## config.mk

```make
export PLATFORM = sky130hd
export DESIGN_NAME = arb_byte_packer
export DESIGN_NICKNAME = d
export VERILOG_FILES = /design/src/rtl/arb_byte_packer.sv
export SDC_FILE = /design/constraint.sdc
export NUM_CORES = 1
export LEC_CHECK = 0
export BUFFER_PORTS_ARGS = -buffer_cell sky130_fd_sc_hd__buf_4
export CAP_MARGIN = 40
export CORE_MARGIN = 4
export CORE_UTILIZATION = 55
export DETAILED_ROUTE_END_ITERATION = 6
export PLACE_DENSITY = 0.73
export SYNTH_ARGS = -nofsm -noshare
export SYNTH_HDL_FRONTEND = slang
export SYNTH_SLANG_ARGS = --single-unit
```

## constraint.sdc

```tcl
create_clock -name clk -period 7.4 [get_ports clk]
set_clock_uncertainty 0.1 [all_clocks]
set_input_delay 1.48 -clock clk [delete_from_list [all_inputs] [get_ports clk]]
set_output_delay 1.48 -clock clk [all_outputs]
set_load 0.03 [all_outputs]
```

## src/rtl/arb_byte_packer.sv

```systemverilog
// Packs the arbiter's byte stream into 32-bit words with a byte-keep mask and
// buffers finished words in a small circular queue behind a valid/ready port.
module arb_byte_packer #(
  parameter int OUT_DEPTH = 4
) (
  input  logic        clk,
  input  logic        rst,
  input  logic [7:0]  din,
  input  logic        din_valid,
  input  logic        flush,
  input  logic        out_ready,
  input  logic        clr_ovf,
  output logic [31:0] word_out,
  output logic [3:0]  word_keep,
  output logic        word_valid,
  output logic [2:0]  fill,
  output logic        overflow
);

  localparam int AW = $clog2(OUT_DEPTH);
  localparam logic [AW:0] DEPTH = (AW+1)'(OUT_DEPTH);

  logic [31:0]   asm_q, asm_d;
  logic [1:0]    ptr_q, ptr_d;
  logic [31:0]   mem_data_q [OUT_DEPTH];
  logic [31:0]   mem_data_d [OUT_DEPTH];
  logic [3:0]    mem_keep_q [OUT_DEPTH];
  logic [3:0]    mem_keep_d [OUT_DEPTH];
  logic [AW-1:0] rd_q, rd_d, wr_q, wr_d;
  logic [AW:0]   cnt_q, cnt_d;
  logic          ovf_q, ovf_d;

  logic [2:0]    held;
  logic [31:0]   new_word;
  logic [3:0]    new_keep;
  logic          complete, pop, push, drop;

  // held counts the byte landing this cycle, so a flush alongside the fourth
  // byte closes one full word instead of also emitting an empty one.
  always_comb begin
    held     = {1'b0, ptr_q} + {2'b00, din_valid};
    new_word = asm_q;
    if (din_valid) new_word[{ptr_q, 3'b000} +: 8] = din;
    complete = (held == 3'd4) || (flush && held != 3'd0);
    case (held)
      3'd1:    new_keep = 4'b0001;
      3'd2:    new_keep = 4'b0011;
      3'd3:    new_keep = 4'b0111;
      default: new_keep = 4'b1111;
    endcase
    pop  = (cnt_q != '0) && out_ready;
    push = complete && ((cnt_q != DEPTH) || pop);
    drop = complete && !push;
  end

  always_comb begin
    asm_d      = asm_q;
    ptr_d      = ptr_q;
    mem_data_d = mem_data_q;
    mem_keep_d = mem_keep_q;
    rd_d       = rd_q;
    wr_d       = wr_q;
    cnt_d      = cnt_q;
    ovf_d      = ovf_q;

    if (complete) begin
      asm_d = '0;
      ptr_d = '0;
    end else if (din_valid) begin
      asm_d = new_word;
      ptr_d = ptr_q + 2'd1;
    end

    if (push) begin
      mem_data_d[wr_q] = new_word;
      mem_keep_d[wr_q] = new_keep;
      wr_d             = wr_q + 1'b1;
    end
    if (pop) rd_d = rd_q + 1'b1;

    if (push && !pop)      cnt_d = cnt_q + 1'b1;
    else if (pop && !push) cnt_d = cnt_q - 1'b1;

    // A drop in the same cycle as a clear must leave the flag set.
    if (clr_ovf) ovf_d = 1'b0;
    if (drop)    ovf_d = 1'b1;
  end

  always_ff @(posedge clk or posedge rst) begin
    if (rst) begin
      asm_q <= '0;
      ptr_q <= '0;
      rd_q  <= '0;
      wr_q  <= '0;
      cnt_q <= '0;
      ovf_q <= 1'b0;
      for (int i = 0; i < OUT_DEPTH; i++) begin
        mem_data_q[i] <= '0;
        mem_keep_q[i] <= '0;
      end
    end else begin
      asm_q      <= asm_d;
      ptr_q      <= ptr_d;
      rd_q       <= rd_d;
      wr_q       <= wr_d;
      cnt_q      <= cnt_d;
      ovf_q      <= ovf_d;
      mem_data_q <= mem_data_d;
      mem_keep_q <= mem_keep_d;
    end
  end

  // Outputs come only from registered queue state; an empty queue reads as zero.
  assign word_valid = (cnt_q != '0);
  assign word_out   = word_valid ? mem_data_q[rd_q] : 32'h0;
  assign word_keep  = word_valid ? mem_keep_q[rd_q] : 4'h0;
  assign fill       = {1'b0, ptr_q};
  assign overflow   = ovf_q;

endmodule
```

==> flow_metrics.py, run 1 <==
metrics = {
    "worst_setup_path": {
        "r2r_end": "cnt_q[2]$_DFFE_PP0P_",
        "crit_end": "cnt_q[2]$_DFFE_PP0P_",
        "reg2reg_from": "ptr_q[0]$_DFFE_PP0P_",
        "worstRegToRegCells": 10,
        "critPathLaunchType": "input pin",
        "end_kind": "flop",
        "cp_data_required_time_ns": 7.65,
        "worstSetupStartpoint": "din_valid",
        "rrSetupSlack_ns": 4.07,
        "crit_fanout": 37,
        "crit_type": "input pin to flop",
        "critical_path_arrival_ns": 4.32,
    },
    "grt": {
        "grt_max_degree": 91,
        "grt.overflow.total": 0,
        "grt_pass1_vias": 5359,
        "grt_pass1_wl_um": 28750,
        "antenna_found_initial": 0,
        "grt_usage_pct": 20.34,
    },
    "timing": {
        "worstMarginPinSlew_ns": 0.8064,
        "report.final.hold_viol_count": 0,
        "period_share_pct": 55.04,
        "fmax_ghz": 0.2455,
        "rsz0062_at_grt": "no",
        "whs_ns": 0.3674,
        "setup_viol": 0,
        "slew_headroom_pct": 46.02,
        "drv_slew": 0,
        "finalSetupTns_ns": 0,
        "fin_crit_ns": 4.073,
    },
    "routing": {
        "first_pass_iters": 6,
        "drtIter0Drc": 250,
        "ant_nets": 0,
        "viasPerCell": 5.669,
        "wirelength_um": 16910,
        "route.detailed.drc": 0,
        "vias": 4904,
        "routedWlPerCell_um": 19.55,
    },
    "layout": {
        "fill_cells": 1169,
        "final_cell_mix": "dfrtp_1, mux2_2, buf_4, mux4_2, and2_1",
        "multi_input_area_mm2": 0.003844,
        "syn2layout_area_growth_pct": 11.92,
        "final_area_mm2": 0.009847,
        "fin_nets": 670,
        "fin_util_pct": 63.83,
        "final-seq-area_mm2": 0.004656,
        "layout-drive-gt1-share_pct": 41.28,
        "final_common_cell": "dfrtp_1",
        "num_antenna_cells": 0,
    },
    "yosys": {
        "synth-seq-cells": 186,
        "synth_fp_nets": 629,
        "synth_cells": 602,
        "synth_top_family_by_area": "multiplexers",
        "yosysWarnings": 0,
        "synth_async_sr_flop_share_pct": 100.0,
        "synth_mux_area_share_pct": 28.19,
        "synth_xor_area_share_pct": 0.7964,
        "ys.flop_type": "dfrtp_1",
        "synth_compound_area_share_pct": 4.238,
        "synth_edf_count": 0,
        "synth_area_mm2": 0.008798,
        "synth.avg_cell_area_um2": 14.62,
        "ys_seq_area_share_pct": 52.90,
        "synth_fa_ha_area_share_pct": 1.934,
        "synth-simple-area-share_pct": 8.490,
        "synth_cell_types": 36,
    },
    "floorplanning": {
        "dieArea_mm2": 0.01808,
        "io_pins": 55,
        "initial_core_util_pct": 57.03,
        "rows": 45,
        "core_mm2": 0.01543,
        "die_h_um": 134.5,
        "die_w_um": 134.5,
    },
    "place": {
        "placed_area_mm2": 0.009290,
        "dp_hpwl_um": 10770,
        "routabilityCongestion": 0.7512,
        "io_buffers": 53,
    },
    "cts": {
        "clk_latency_ns": 0.42,
        "cts-htree-levels": 4,
        "hold_buffers": 0,
        "tritoncts": "done",
        "ctsResizeCount": 0,
        "postCtsSetupBuffers": 0,
        "clock_sinks": 186,
        "cts_buffers": 17,
        "cts_buffer_depth": 2,
        "clk_pin_slew_ns": 0.06,
        "cts-root-buf": "clkbuf_16",
    },
    "worst_hold_path": {
        "min_path_type": "flop to flop",
        "min_from": "mem_keep_q[0]$_DFFE_PP0P_",
    },
    "power": {
        "leakagePower_nw": 4.596,
        "ir_worst_vdd_mv": 0.1887,
        "p_per_area_mw_per_mm2": 355.9,
    },
    "outcome": {
        "outcome": "complete, no violations",
    },
    "run": {
        "drv_cap": 0,
    },
}
-- critical path: stages --
cell and delay [ns]:
buf_4 0.22, ha_1 0.25, ha_1 0.34, or3b_1 0.58
a21oi_1 0.34, ha_1 0.24, inv_1 0.06, fa_1 0.37
xor2_1 0.17, nor2_1 0.11, xor2_1 0.15
-- cell type report --
type                            instances  share of cell area [%]
Clock buffer                           24                   4.994
Clock inverter                          6                  0.6607
Tap cell                              211                   2.681
Timing Repair Buffer                   63                   4.879
Sequential cell                       186                   47.28
Inverter                               11                  0.4701
Multi-Input combinational cell        364                   39.03
-- power breakdown --
group / internal [W] / switching [W] / leakage, nW
combinational: 0.000585 / 0.000731 / 1.81
sequential: 0.00121 / 0.000112 / 2.52
clock: 0.000496 / 0.000366 / 0.260
total: 0.00229 / 0.00121 / 4.60
-- routing by layer --
layer	track usage, %	share of wire, %
met2	34.36	50
met3	3.279	3.0
met4	5.656	1.1
met1	27.69	45
met5	0	0
-- flip-flops by register name, summed over array words and instances (netlist names) --
register and count:
asm_q 32, cnt_q 3, mem_data_q 128, mem_keep_q 16, overflow 1, ptr_q 2
rd_q 2, wr_q 2
-- cells by family after synthesis --
group	after synthesis
flip-flops	186
multiplexers	181
AND/OR/NAND/NOR	123
buffers and inverters	52
AO/OA/AOI/OAI	38
adder cells (fa/ha/maj)	13
XOR/XNOR	8
other	1
-- worst min-delay path by stage --
stage / cells past startpoint / end
finish: 1 / mem_keep_q[0]$_DFFE_PP0P_
global route: 1 / mem_keep_q[4]$_DFFE_PP0P_
CTS: 1 / mem_keep_q[8]$_DFFE_PP0P_
detailed placement: 1 / mem_keep_q[8]$_DFFE_PP0P_
global placement: 1 / mem_keep_q[0]$_DFFE_PP0P_
floorplan: 1 / mem_keep_q[4]$_DFFE_PP0P_
-- stage by stage --
step | std cells | worst slack (ns) | power, W
2_1_floorplan | 602 | 0.7629 | 0.002350
3_3_place_gp | 834 | 2.956 | 0.002617
3_5_place_dp | 835 | 2.890 | 0.002680
4_1_cts | 865 | 3.331 | 0.003538
5_1_grt | 865 | 3.148 | 0.003704
6_report | 865 | 3.327 | 0.003504
-- synth_stat cells, types with 2 or more instances --
cell type,number,area [µm²]
xnor2_1,5,43.79
nand3_1,31,155.2
buf_6,13,146.4
or2_2,4,25.02
nand2_1,6,22.52
xor2_1,3,26.28
buf_2,3,15.01
mux2_1,16,180.2
ha_1,12,150.1
mux2_4,10,150.1
inv_1,11,41.29
o2bb2ai_1,30,262.8
nor4bb_1,2,20.02
mux2_2,118,1329
clkbuf_1,23,86.33
a211oi_4,4,80.08
nor2_1,3,11.26
nor2b_1,32,200.2
or3b_2,4,35.03
and2_1,36,225.2
mux4_2,36,810.8
dfrtp_1,186,4654
No activity file was read; power rests on OpenSTA's default activity.
==> run 2: changes to the inputs <==
==> constraint.sdc (replaced) <==
create_clock -name clk -period 3.8 [get_ports clk]
set_clock_uncertainty 0.1 [all_clocks]
set_input_delay 0.76 -clock clk [delete_from_list [all_inputs] [get_ports clk]]
set_output_delay 0.76 -clock clk [all_outputs]
set_load 0.03 [all_outputs]
==> flow_metrics.py, run 2 (synthesis gave the netlist of run 1 again) <==
metrics = {
    "worst_setup_path": {
        "crit_type": "flop to output port",
        "slowest_stage": "or3_1",
        "reg2reg_from": "ptr_q[0]$_DFFE_PP0P_",
        "critPathLaunchType": "flop",
        "crit_chain": "or3_1 -> buf_4 -> and2_1 -> buf_4",
        "rrSetupSlack_ns": 0.91,
        "cp_data_required_time_ns": 2.94,
        "end_kind": "output port",
        "crit_fanout": 20,
        "critical_path_arrival_ns": 2.31,
        "r2r_end": "cnt_q[2]$_DFFE_PP0P_",
        "worstRegToRegCells": 10,
        "cp_common_cell": "buf_4",
        "cp_slowest_stage_delay_ns": 0.73,
    },
    "cts": {
        "postCtsSetupBuffers": 0,
        "cts-root-buf": "clkbuf_16",
        "clock_sinks": 186,
        "hold_buffers": 0,
        "cts_buffer_depth": 2,
        "cts_buffers": 17,
        "cts-htree-levels": 4,
        "tritoncts": "done",
        "clk_latency_ns": 0.42,
        "ctsResizeCount": 0,
        "clk_pin_slew_ns": 0.06,
    },
    "grt": {
        "grt_pass1_wl_um": 30340,
        "grt.overflow.total": 0,
        "grt_usage_pct": 21.54,
        "grt_max_degree": 49,
        "antenna_found_initial": 0,
        "grt_pass1_vias": 5668,
    },
    "layout": {
        "final_cell_mix": "dfrtp_1, mux2_2, buf_4, mux4_2, and2_1",
        "layout-drive-gt1-share_pct": 42.11,
        "syn2layout_area_growth_pct": 14.08,
        "final-seq-area_mm2": 0.004656,
        "fin_nets": 681,
        "top_register": "mem_data_q",
        "final_common_cell": "dfrtp_1",
        "reg.largest.list": "mem_data_q x128, asm_q x32, mem_keep_q x16",
        "final_area_mm2": 0.01004,
        "fill_cells": 1140,
        "largest_reg_flops": 128,
        "num_antenna_cells": 0,
        "multi_input_area_mm2": 0.003844,
    },
    "timing": {
        "fmax_ghz": 0.3155,
        "fin_crit_ns": 3.170,
        "report.final.hold_viol_count": 0,
        "drv_slew": 0,
        "rsz0062_at_grt": "no",
        "worstMarginPinSlew_ns": 0.7431,
        "finalSetupTns_ns": 0,
        "period_share_pct": 83.41,
        "slew_headroom_pct": 50.46,
        "setup_viol": 0,
    },
    "routing": {
        "viasPerCell": 5.832,
        "routedWlPerCell_um": 20.83,
        "wl_met3_um": 563,
        "met1Wirelength_um": 8031,
        "vias": 5109,
        "top_layer": "met4",
        "drtIter0Drc": 295,
        "wl_met2_um": 9287,
        "ant_nets": 0,
        "first_pass_iters": 4,
        "wirelength_um": 18250,
        "route.detailed.drc": 0,
    },
    "place": {
        "placed_area_mm2": 0.009452,
        "io_buffers": 53,
        "routabilityCongestion": 0.7634,
        "dp_hpwl_um": 11610,
    },
    "floorplanning": {
        "io_pins": 55,
        "rows": 45,
        "core_mm2": 0.01543,
        "die_h_um": 134.5,
        "dieArea_mm2": 0.01808,
        "initial_core_util_pct": 57.03,
        "die_w_um": 134.5,
    },
    "power": {
        "ir_worst_vdd_mv": 0.4355,
        "p_per_area_mw_per_mm2": 703.0,
        "power_w": 0.007056,
        "leakagePower_nw": 4.685,
    },
    "outcome": {
        "outcome": "complete, no violations",
    },
    "worst_hold_path": {
        "min_path_type": "input pin to async pin",
    },
    "run": {
        "drv_cap": 0,
    },
}
-- run 2: cell count changes in the layout (fill, tap and decap cells not counted) --
| cell | before | now |
|---|---|---|
| clkbuf_1 | 3 | 4 |
| clkbuf_8 | 4 | 2 |
| inv_6 | 1 | 0 |
| bufinv_16 | 1 | 3 |
| buf_4 | 62 | 67 |
| buf_12 | 0 | 7 |
| buf_8 | 1 | 0 |
-- run 2: metrics by stage --
stage	hold slack [ns]	worst slack, ns	std cells	util, %
after floorplan	0.3337	0.5319	602	-
after global placement	0.3459	0.4595	845	61.14
after detailed placement	0.3523	0.3920	846	61.27
after CTS	0.1560	0.5842	876	65.06
after global routing	0.1648	0.5172	876	65.06
final	0.1673	0.6303	876	65.06
-- run 2: worst max-delay path by stage --
stage	from	endpoint	slack (ns)	cells past startpoint
2_1_floorplan	din_valid	cnt_q[2]$_DFFE_PP0P_	0.53	11
3_3_place_gp	din_valid	cnt_q[2]$_DFFE_PP0P_	0.46	11
3_5_place_dp	din_valid	cnt_q[2]$_DFFE_PP0P_	0.39	11
4_1_cts	cnt_q[0]$_DFFE_PP0P_	word_out[30]	0.58	4
5_1_grt	cnt_q[0]$_DFFE_PP0P_	word_out[30]	0.52	4
6_report	cnt_q[0]$_DFFE_PP0P_	word_out[28]	0.63	4
-- run 2: layer usage --
metal | track usage, % | vias to the layer above
met5 | 0 | -
met4 | 6.900 | 0
met3 | 4.881 | 26
met2 | 35.89 | 85
met1 | 28.41 | 2733
li1 | - | 2265
-- run 2: final cells by class --
class,instances,share of cell area [%]
inverter,11,0.4488
clock inverter,7,1.172
timing repair buffer,74,6.407
sequential,186,46.39
multi-input combinational,364,38.29
clock buffer,23,4.662
tap,211,2.630
-- run 2: power by group --
group	switching (W)	internal, W	leakage, nW
clock	0.000715	0.00106	0.275
combinational	0.00149	0.00121	1.89
sequential	0.000217	0.00237	2.52
total	0.00242	0.00464	4.68
-- run 2: worst max-delay path: cells and delay by family, from the launching register on --
family | cells | cell delay [ns]
flip-flops | 1 | 0.46
buffers and inverters | 2 | 0.52
AND/OR/NAND/NOR | 2 | 0.91
==> run 3: changes to the inputs <==
--- a/config.mk
+++ b/config.mk
@@ -10,7 +10,7 @@
 export CORE_MARGIN = 4
 export CORE_UTILIZATION = 55
 export DETAILED_ROUTE_END_ITERATION = 6
-export PLACE_DENSITY = 0.73
+export PLACE_DENSITY = 0.76
 export SYNTH_ARGS = -nofsm -noshare
 export SYNTH_HDL_FRONTEND = slang
 export SYNTH_SLANG_ARGS = --single-unit
==> constraint.sdc (replaced) <==
create_clock -name clk -period 2.8 [get_ports clk]
set_clock_uncertainty 0.1 [all_clocks]
set_input_delay 0.56 -clock clk [delete_from_list [all_inputs] [get_ports clk]]
set_output_delay 0.56 -clock clk [all_outputs]
set_load 0.03 [all_outputs]
==> flow_metrics.py, run 3 (synthesis gave the netlist of run 1 again) <==
metrics = {
    "routing": {
        "viasPerCell": 5.766,
        "vias": 5091,
        "drtIter0Drc": 255,
        "ant_nets": 0,
        "first_pass_iters": 4,
        "routedWlPerCell_um": 20.34,
        "route.detailed.drc": 0,
        "wirelength_um": 17960,
    },
    "grt": {
        "grt_max_degree": 130,
        "grt_usage_pct": 20.97,
        "grt_pass1_vias": 5540,
        "grt_pass1_wl_um": 29620,
        "grt.overflow.total": 0,
        "antenna_found_initial": 0,
    },
    "cts": {
        "clk_latency_ns": 0.42,
        "postCtsSetupBuffers": 0,
        "cts_buffers": 17,
        "cts-htree-levels": 4,
        "clk_pin_slew_ns": 0.06,
        "cts-root-buf": "clkbuf_16",
        "tritoncts": "done",
        "cts_buffer_depth": 2,
        "clock_sinks": 186,
    },
    "floorplanning": {
        "die_h_um": 134.5,
        "core_mm2": 0.01543,
        "io_pins": 55,
        "rows": 45,
        "die_w_um": 134.5,
        "initial_core_util_pct": 57.03,
        "dieArea_mm2": 0.01808,
    },
    "power": {
        "leakagePower_nw": 4.748,
        "power_w": 0.009758,
        "ir_worst_vdd_mv": 0.4912,
        "p_per_area_mw_per_mm2": 959.5,
    },
    "place": {
        "routabilityCongestion": 0.7898,
        "dp.cells": 849,
        "post-place-ws_ns": -0.1934,
        "io_buffers": 53,
        "dp_hpwl_um": 11360,
        "placed_area_mm2": 0.009524,
    },
    "layout": {
        "multi_input_area_mm2": 0.003847,
        "final_common_cell": "dfrtp_1",
        "final-seq-area_mm2": 0.004656,
        "fin_nets": 686,
        "top_register": "mem_data_q",
        "final_cell_mix": "dfrtp_1, mux2_2, buf_4, mux4_2, and2_1",
        "stdcell_count": 883,
        "num_antenna_cells": 0,
        "fill_cells": 1130,
        "largest_reg_flops": 128,
        "syn2layout_area_growth_pct": 15.59,
        "reg.largest.list": "mem_data_q x128, asm_q x32, mem_keep_q x16",
        "layout-drive-gt1-share_pct": 43.01,
        "final_area_mm2": 0.01017,
    },
    "worst_setup_path": {
        "end_kind": "flop",
        "crit_fanout": 2,
        "cp_data_required_time_ns": 3.04,
        "critPathLaunchType": "flop",
        "crit_type": "flop to flop",
        "critical_path_arrival_ns": 2.96,
    },
    "run": {
        "drv_cap": 0,
    },
    "timing": {
        "period_share_pct": 97.04,
        "fmax_ghz": 0.3680,
        "worstMarginPinSlew_ns": 0.6741,
        "rsz0062_at_grt": "yes",
        "drv_slew": 0,
        "final.setup.worst_slack_ns": 0.08284,
        "slew_headroom_pct": 55.06,
        "setup_viol": 0,
        "report.final.hold_viol_count": 0,
        "fin_crit_ns": 2.717,
    },
    "outcome": {
        "outcome": "complete, no violations",
    },
    "worst_hold_path": {
        "min_path_type": "input pin to flop",
    },
}
[run 3: layout make-up]
type                       instances  share of cell area (%)
inverter                          11                  0.4429
multi-input combinational        364                   37.83
clock buffer                      23                   4.798
sequential                       186                   45.78
timing repair buffer              79                   7.456
clock inverter                     9                   1.095
tap                              211                   2.596
[run 3: power by group]
group / switching [W] / leakage [nW] / internal, W / total (W)
Clock: 0.00100 / 0.290 / 0.00142 / 0.00242
Sequential: 0.000293 / 2.52 / 0.00321 / 0.00350
Combinational: 0.00205 / 1.93 / 0.00179 / 0.00384
Total: 0.00334 / 4.75 / 0.00641 / 0.00976
[run 3: path summary, 6_finish.rpt]
| path | slack, ns | endpoint | cells past startpoint | start |
|---|---|---|---|---|
| max | 0.08 | cnt_q[2]$_DFFE_PP0P_ | 10 | ptr_q[0]$_DFFE_PP0P_ |
| min | 0.35 | overflow$_DFFE_PP0P_ | 3 | clr_ovf |
| max reg2reg | 0.08 | cnt_q[2]$_DFFE_PP0P_ | 10 | ptr_q[0]$_DFFE_PP0P_ |
| min reg2reg | 0.36 | mem_keep_q[8]$_DFFE_PP0P_ | 1 | mem_keep_q[8]$_DFFE_PP0P_ |
| max in group asynchronous | 1.20 | rd_q[0]$_DFFE_PP0P_ | 4 | rst |
| min in group asynchronous | 0.49 | mem_data_q[76]$_DFFE_PP0P_ | 3 | rst |
[run 3: worst max-delay path: stages (launching register included)]
cell and delay [ns]:
dfrtp_1 0.38, ha_1 0.19, ha_1 0.29, or3b_1 0.42, a21oi_2 0.17, ha_1 0.19, inv_1 0.06, fa_1 0.37
xor2_1 0.16, nor2_1 0.12, xor2_1 0.18
[run 3: routing by layer]
| metal | vias to the layer above | share of wire, % | track usage (%) |
|---|---|---|---|
| met5 | - | 0 | 0 |
| met4 | 0 | 0.90 | 5.882 |
| met3 | 14 | 3.4 | 4.322 |
| met2 | 95 | 52 | 35.17 |
| met1 | 2708 | 43 | 28.12 |
| li1 | 2274 | - | - |
[run 3: through the flow]
stage / TNS [ns] / utilization [%] / hold slack (ns)
after floorplan: -47.47 / - / 0.3337
after global placement: -6.898 / 61.74 / 0.3460
after detailed placement: -15.35 / 61.74 / 0.3532
after CTS: 0 / 65.69 / 0.3382
after global routing: -0.008556 / 65.92 / 0.3701
final: 0 / 65.92 / 0.3505
[run 3: timing repair]
action | CTS | global route
setup endpoints to repair | 0 | 2
hold endpoints to repair | 3 | 0
hold buffers | 1 | 0
gates resized for setup | 0 | 2
